$ cat src/rtl/bus_pkg.sv
// Shared memory-bus definitions: arbiter FSM states, default timeout, and the
// command field encodings used by the bus, uart and arbiter blocks.
package bus_pkg;

  typedef enum logic [1:0] {
    ST_IDLE  = 2'd0,
    ST_GRANT = 2'd1,
    ST_WAIT  = 2'd2,
    ST_DONE  = 2'd3
  } arb_state_t;

  localparam logic [7:0] DEF_TIMEOUT = 8'd255;

  typedef enum logic [1:0] {
    BUS_CMD_NOP = 2'd0,
    BUS_CMD_RD  = 2'd1,
    BUS_CMD_WR  = 2'd2,
    BUS_CMD_RMW = 2'd3
  } bus_cmd_t;

endpackage

$ cat src/rtl/rr_pick.sv
// Combinational round-robin priority encoder: first set req bit at or above
// ptr wins, wrapping from N_REQ-1 back to 0.
module rr_pick #(
  parameter  int N_REQ = 4,
  localparam int IW    = $clog2(N_REQ)
) (
  input  logic [N_REQ-1:0] req,
  input  logic [IW-1:0]    ptr,
  output logic [N_REQ-1:0] onehot,
  output logic [IW-1:0]    idx,
  output logic             valid
);

  always_comb begin
    logic [IW:0] sum;
    onehot = '0;
    idx    = '0;
    valid  = 1'b0;
    sum    = '0;
    for (int i = 0; i < N_REQ; i++) begin
      // ptr < N_REQ and i < N_REQ, so one conditional subtract is a full modulo
      sum = {1'b0, ptr} + (IW+1)'(i);
      if (sum >= (IW+1)'(N_REQ)) sum = sum - (IW+1)'(N_REQ);
      if (!valid && req[sum[IW-1:0]]) begin
        valid               = 1'b1;
        idx                 = sum[IW-1:0];
        onehot[sum[IW-1:0]] = 1'b1;
      end
    end
  end

endmodule

$ cat src/rtl/bus_arbiter.sv
// Round-robin memory bus arbiter: grants one requester, forwards its launch
// strobe, and waits for completion or timeout before re-arbitrating.
module bus_arbiter
  import bus_pkg::*;
#(
  parameter int         N_REQ   = 4,
  parameter logic [7:0] TIMEOUT = DEF_TIMEOUT
) (
  input  logic                     clk,
  input  logic                     rst,
  input  logic [N_REQ-1:0]         req,
  input  logic [N_REQ-1:0]         start,
  input  logic                     bus_idle,
  input  logic                     fulfilled,
  output logic [N_REQ-1:0]         grant,
  output logic [$clog2(N_REQ)-1:0] owner,
  output logic                     bus_start,
  output logic                     busy,
  output logic                     timeout_err
);

  localparam int IW = $clog2(N_REQ);

  arb_state_t       state;
  logic [IW-1:0]    rr_ptr;
  logic [IW-1:0]    owner_nxt;
  logic [7:0]       cnt;
  logic [N_REQ-1:0] pick_oh;
  logic [IW-1:0]    pick_idx;
  logic             pick_vld;

  rr_pick #(.N_REQ(N_REQ)) u_pick (
    .req    (req),
    .ptr    (rr_ptr),
    .onehot (pick_oh),
    .idx    (pick_idx),
    .valid  (pick_vld)
  );

  assign owner_nxt = (owner == IW'(N_REQ-1)) ? '0 : owner + 1'b1;
  assign bus_start = (state == ST_GRANT) && start[owner];
  assign busy      = (state != ST_IDLE);

  always_ff @(posedge clk) begin
    if (rst) begin
      state       <= ST_IDLE;
      grant       <= '0;
      owner       <= '0;
      rr_ptr      <= '0;
      cnt         <= '0;
      timeout_err <= 1'b0;
    end else begin
      timeout_err <= 1'b0;
      case (state)
        ST_IDLE: begin
          if (bus_idle && pick_vld) begin
            grant <= pick_oh;
            owner <= pick_idx;
            state <= ST_GRANT;
          end
        end
        ST_GRANT: begin
          // a launch in the same cycle as req dropping still counts as a launch
          if (start[owner]) begin
            cnt   <= '0;
            state <= ST_WAIT;
          end else if (!req[owner]) begin
            grant  <= '0;
            rr_ptr <= owner_nxt;
            state  <= ST_IDLE;
          end
        end
        ST_WAIT: begin
          if (fulfilled) begin
            grant <= '0;
            state <= ST_DONE;
          end else if (cnt == TIMEOUT) begin
            grant       <= '0;
            timeout_err <= 1'b1;
            state       <= ST_DONE;
          end else begin
            cnt <= cnt + 8'd1;
          end
        end
        ST_DONE: begin
          rr_ptr <= owner_nxt;
          state  <= ST_IDLE;
        end
        default: state <= ST_IDLE;
      endcase
    end
  end

endmodule

$ cat config.mk
export PLATFORM = sky130hd
export DESIGN_NAME = bus_arbiter
export DESIGN_NICKNAME = d
export VERILOG_FILES = /design/src/rtl/bus_pkg.sv /design/src/rtl/rr_pick.sv /design/src/rtl/bus_arbiter.sv
export SDC_FILE = /design/constraint.sdc
export NUM_CORES = 1
export LEC_CHECK = 0
export ABC_AREA = 1
export ABC_CLOCK_PERIOD_IN_PS = 2000
export BUFFER_PORTS_ARGS = -buffer_cell sky130_fd_sc_hd__buf_2
export CAP_MARGIN = 20
export CORE_ASPECT_RATIO = 1.1
export CORE_MARGIN = 2
export CORE_UTILIZATION = 50
export CTS_BUF_LIST = sky130_fd_sc_hd__clkbuf_4
export CTS_CLUSTER_DIAMETER = 30
export DETAILED_ROUTE_END_ITERATION = 8
export PLACE_DENSITY = 0.67
export SLEW_MARGIN = 20
export SYNTH_ARGS = -nofsm -noshare
export SYNTH_HDL_FRONTEND = slang
export SYNTH_SLANG_ARGS = --single-unit
export TNS_END_PERCENT = 10
$ cat constraint.sdc
create_clock -name clk -period 2 [get_ports clk]
set_input_delay 0.3 -clock clk [delete_from_list [all_inputs] [get_ports clk]]
set_output_delay 0.3 -clock clk [all_outputs]
set_load 0.01 [all_outputs]
# --- Word level (Yosys, flattened, before mapping) ---
# Index checks and enable logic that the tools add are counted.
word_totals:
  register_bits: 19
  latchBits: 0
  mem_bits_rw: 0
  romBits: 0
  input_bits: 12
  out_inout_bits: 9
  elab_cells: 125
  memories: 0
classes:
  n_addsub: 9
  mul: 0
  div_mod_pow: 0
  magnitude_cmp: 13
  n_eq_ne: 13
  n_shift: 0
  mux: 57
  n_bitwise: 4
  n_reduce_logical: 23
ops:
  columns: ["op", "n"]
  rows:
  - ["$mux 4", 9]
  - ["$mux 2", 16]
  - ["$mux 8", 3]
  - ["$pmux 8 s2", 1]
  - ["$lt 2x3->1 const B", 5]
  - ["$mux 1", 15]
  - ["$bmux 1 s2", 6]
  - ["$or 4x4->4", 3]
  - ["$pmux 4 s3", 1]
  - ["$ne 2x2->1 const B", 5]
  - ["$ge 3x3->1 const B", 3]
  - ["$logic_and 1x1->1", 9]
  - ["$add 8x1->8 const B", 1]
  - ["$demux 1 s2", 4]
  - ["$eq 8x8->1 const B", 1]
  - ["$ge 2x1->1 const B", 4]
  - ["$pmux 2 s4", 1]
  - ["$sub 2x1->2 const B", 4]
  - ["$add 2x2->3 const B", 2]
  - ["$eq 2x2->1 const B", 3]
  - ["$ne 3x3->1 const B", 2]
  - ["$reduce_and 3->1", 2]
  - ["$reduce_bool 2->1", 3]
  - ["$reduce_and 5->1", 1]
  - ["other kinds (13)", 15]

# --- Logic depth before layout (Yosys ltp) ---
depth:
  depth_word: 17
  depth_mapped: 13
  ltp_nobuf: 13

# --- Modules after synthesis ---
# From an unflattened synthesis, not the netlist that was laid out.
unflattened:
  hier_cells: 255
  hier_area_um2: 1721.7
modules_own_cells:
  columns: ["module", "n_inst", "cells_per_inst", "area_each_um2", "seq_area_each_um2"]
  rows:
  - ["bus_arbiter", 1, 181, 1281.2, 380.4]
  - ["rr_pick", 1, 74, 440.4, 0.0]

# --- Worst setup path before layout ---
# No wires, ideal clock.
synth_timing:
  kind: "register to register"
  start: "register rr_ptr[1]"
  end: "register grant[0]"
  setup_time_ns: 0.114
  arrival_time_ns: 1.757
  required_ns: 1.886
  path_slack_ns: 0.129
  stages_incl_launch_ff: 12
  n_path_buf: 0
  synth_period_minus_slack_ns: 1.871
  cell_sequence: "dfxtp_1 > inv_1 > ha_1 > inv_1 > nand3_1 > nand2_1 > nand4_4 > nand2_4 > a21oi_4 > nand2_1 > nand2_1 > nor2_2"
synth_between:
  elab_chain_cells: 17
  elab_cells_between_ends: 65
  classes_between: "add/sub: 7; order compare: 12; eq/ne: 1; mux: 30; bitwise: 3; reduce/logical: 12"
synth_rtl:
  columns: ["element", "line", "rtl"]
  rows:
  - ["start, declared", "bus_arbiter.sv:25", "logic [IW-1:0] rr_ptr;"]
  - ["start signal, assigned", "bus_arbiter.sv:69", "rr_ptr <= owner_nxt;"]
  - ["start signal, assigned", "bus_arbiter.sv:86", "rr_ptr <= owner_nxt;"]
  - ["parallel branches: the longest is 17 deep, another holds $add 2x1->3", null, null]
  - ["end signal, assigned", "bus_arbiter.sv:57", "grant <= pick_oh;"]
  - ["end, declared", "bus_arbiter.sv:15", "output logic [N_REQ-1:0] grant,"]
# Several ways; the timed one is not identified. The select of a mux whose other input is x is not followed.
# A chain may end at the register's enable or synchronous reset.

# --- Worst setup path after layout ---
layout_timing:
  start: "register state[0]"
  end: "register cnt[0]"
layout_between:
  elab_chain_cells: 3
  elab_cells_between_ends: 8
  classes_between: "eq/ne: 5; mux: 1; reduce/logical: 2"
layout_rtl:
  columns: ["element", "line", "rtl"]
  rows:
  - ["start, declared", "bus_arbiter.sv:24", "arb_state_t state;"]
  - ["start signal, assigned", "bus_arbiter.sv:46", "state <= ST_IDLE;"]
  - ["start signal, assigned", "bus_arbiter.sv:59", "state <= ST_GRANT;"]
  - ["start signal, assigned", "bus_arbiter.sv:66", "state <= ST_WAIT;"]
  - ["$eq 2x2->1 / $eq 2x1->1 (equally long branches)", "bus_arbiter.sv:54", "case (state)"]
  - ["$ne 2x2->1 (no source line) (tied with other cells)", null, null]
  - ["$reduce_and 4->1 (no source line)", null, null]
  - ["end signal, assigned", "bus_arbiter.sv:82", "cnt <= cnt + 8'd1;"]
  - ["end, declared", "bus_arbiter.sv:27", "logic [7:0] cnt;"]
# Parallel ways exist; a longest one is shown, timed or not.

==> run_results.csv <==
group,metric,value,unit
outcome,status,"finished, final reports clean",
layout,finish.utilization,58.9,%
yosys,postSynthCellCount,226,
clock_network,clkSinkCount,19,
floorplanning,num_rows,21,
power,pwr_density_cell,1550,nW/µm²
timing,setup_tns,0,ns
clock_network,cts_tree,"built",
worst_setup_path,crit_required,2.23,ns
detailed_routing,postRouteAntennaNets,0,
yosys,synth_top_flop_cell,"dfxtp_1",
timing,setup_slack,0.195,ns
timing,slew-limit-headroom,70.4,%
floorplanning,die_y,62.4,µm
timing,post-route-period-util,90.3,%
clock_network,h-tree-depth,1,
clock_network,clk_pin_slew_worst_paths,0.11,ns
global_route,grt_pass1_wl,6.02,mm
timing,grt_setup_unrepaired,"false",
global_route,antenna_found_initial,0,
clock_network,cts_buffer_depth,2,
yosys,yosysSeqAreaShare,24.5,%
layout,area_growth,13.6,%
yosys,ys.warnings.count,0,
flow_run,maxCapViolations,0,
floorplanning,pin_count,21,
layout,final_nets,282,
timing,worstMarginPinSlew,0.439,ns
layout,diodes,0,
yosys,synthArstFlopShare,0,%
worst_setup_path,reg2reg_slack,0.19,ns
worst_setup_path,max_stage_delay,0.40,ns
layout,fin_area,1760,µm²
detailed_routing,routed_via_density,5.15,
detailed_routing,drc_errors,0,
worst_setup_path,startpoint_type,"register",
worst_setup_path,r2r-start,"state[0]",
floorplanning,core-area,3000,µm²
global_route,grt_max_degree,12,
min_path,min_to,"timeout_err",
placement,hpwl,2.68,mm
yosys,synth_area_leader_cell,"dfxtp_1",
timing,drv_slew,0,
timing,setup_viol,0,
detailed_routing,finalWirelength,3.37,mm
yosys,synthesis.nets,252,
worst_setup_path,crit_top_cell,"inv_1",
min_path,hp-class,"in2reg",
clock_network,clock_latency,0.29,ns
clock_network,cts_buffers,3,
min_path,whs_path_depth,2,
worst_setup_path,timing_worst_setup_path_type,"reg2reg",
placement,port_buffers,20,
detailed_routing,wl_met1,1.58,mm
detailed_routing,dr_wl_met3,52,µm
detailed_routing,met2RoutedLength,1.72,mm
worst_setup_path,r2r-end,"cnt[0]",
timing,skew,0.00197,ns
yosys,ys_ff_latch,19,
yosys,netlist_top_cells_area,"dfxtp_1 (25%), nand2_1 (14%), ha_1 (11%), nand3_1 (8.4%), inv_1 (5.6%)",
yosys,synth_edf_count,0,
detailed_routing,first_pass_iters,4,
worst_setup_path,worstRegToRegCells,8,
detailed_routing,drt_iter0_drc,59,
global_route,grt_pass1_vias,1421,
placement,pre_cts_ws,0.0886,ns
clock_network,cts_root_buf,"clkbuf_4",
global_route,grt-ovfl-total,0,
power,vdd_drop_max,0.00118,V
floorplanning,dieArea,3570,µm²
timing,fmax,554,MHz
floorplanning,initial_core_util,51.8,%
placement,placed_area,1730,µm²
yosys,syn_area,1550,µm²
floorplanning,die_w,57.1,µm
placement,routabilityCongestion,0.820,
detailed_routing,top_layer_used,"met4",
layout,layout-drive-gt1-share,21.6,%
global_route,grt_usage,20.5,%
power,power.leakage,0.819,nW
min_path,min_from,"fulfilled",
timing,hold_viol_final,0,
detailed_routing,num_vias,1487,
worst_setup_path,path_cells,"inv_1 -> ha_1 -> inv_1 -> nand2_1 -> o21ai_0 -> nand3_2 -> or2_2 -> a21oi_1",
worst_setup_path,cp-end-kind,"register",
worst_setup_path,crit_slowest_cell,"dfxtp_2",
detailed_routing,wl_per_cell,11.7,µm
worst_setup_path,crit_fanout,8,
timing,fin_crit,1.81,ns
yosys,yosysTopAreaCellShare,24.5,%
worst_setup_path,critPathArrivalTime,2.04,ns
yosys,syn_avg_cell_area,6.86,µm²
yosys,ys_types,31,
-- area by class of cell --
cell class                 count  area, µm²
multi-input combinational    181       1070
sequential                    19        382
clock inverter                 1       5.00
clock buffer                   3       22.5
tap                           34       42.5
timing repair buffer          25        138
inverter                      26        105
fill                         313       1230
-- report_power, final --
group | switching [W] | total (W) | internal, W
Combinational | 0.00129 | 0.00198 | 0.000686
Sequential | 0.0000930 | 0.000566 | 0.000473
Clock | 0.000123 | 0.000198 | 0.0000744
-- state kept, by name, summed over array words and instances (netlist names), named ones only --
register,flops
cnt,8
grant,4
owner,2
rr_ptr,2
state,1
timeout_err,1
-- cell usage after synthesis, types with 3 or more instances --
library cell,instances
a21oi_1,13
ha_1,14
nor3_1,3
nor2_2,5
nand2_1,59
nand3_1,26
inv_1,23
dfxtp_1,19
nor2_1,16
nand2_2,6
nand4_1,6
a21boi_0,4
o21ai_0,8
-- layout by cell type (no fill, tap or decap), types with 2 or more instances in the layout --
cell type   n
nor4_1      2
inv_4       3
nand2_2     6
nor2_2      5
a21boi_0    4
nand2_1    59
ha_1       14
clkbuf_4    3
buf_4       5
nand3_2     2
xnor2_1     2
nand2_4     2
buf_2      20
o21ai_1     2
a21oi_1    13
inv_1      22
nand3_1    26
o21ai_0     8
nor2_1     16
nand4_1     6
nor3_1      3
dfxtp_1    18
-- layer usage --
layer	up-vias	global-route usage (%)
met4	0	5.81
met1	663	25.7
met3	2	2.48
met5	-	0
met2	17	36.5
li1	805	-
-- critical path: cells and delay by family (launching register included) --
kind,cells,cell delay (ns)
simple gates,3,0.65
flops,1,0.40
buf+inv,2,0.24
fa+ha+maj,1,0.24
compound gates,2,0.23
-- repair_timing --
item                                    CTS  global route
gates resized for setup                   0             3
endpoints found under the setup margin    0             7
hold buffers                              0             0
buffers inserted                          0             0
-- per-stage QoR --
| step | power [W] | hold slack [ns] | cells |
|---|---|---|---|
| global placement | 0.00255 | 0.471 | 285 |
| floorplan | 0.00206 | 0.369 | 226 |
| finish | 0.00274 | 0.206 | 289 |
| global route | 0.00304 | 0.186 | 289 |
| detailed placement | 0.00255 | 0.474 | 285 |
| CTS | 0.00275 | 0.203 | 289 |
-- how the worst max path moves through the flow --
| stage | end | startpoint |
|---|---|---|
| 2_1_floorplan | grant[0] | rr_ptr[1] |
| 6_report | cnt[0] | state[0] |
| 4_1_cts | cnt[5] | state[0] |
| 3_3_place_gp | cnt[5] | state[0] |
| 5_1_grt | cnt[5] | state[0] |
| 3_5_place_dp | cnt[5] | state[0] |
-- kinds of logic after synthesis --
| logic type | Yosys count | synth area share, % |
|---|---|---|
| fa+ha+maj | 14 | 11.3 |
| compound gates | 30 | 11.4 |
| simple gates | 134 | 44.5 |
| buf+inv | 26 | 6.61 |
| flops | 19 | 24.5 |
| xor+xnor | 3 | 1.69 |
Note: power is estimated with default switching activity, not from simulation.
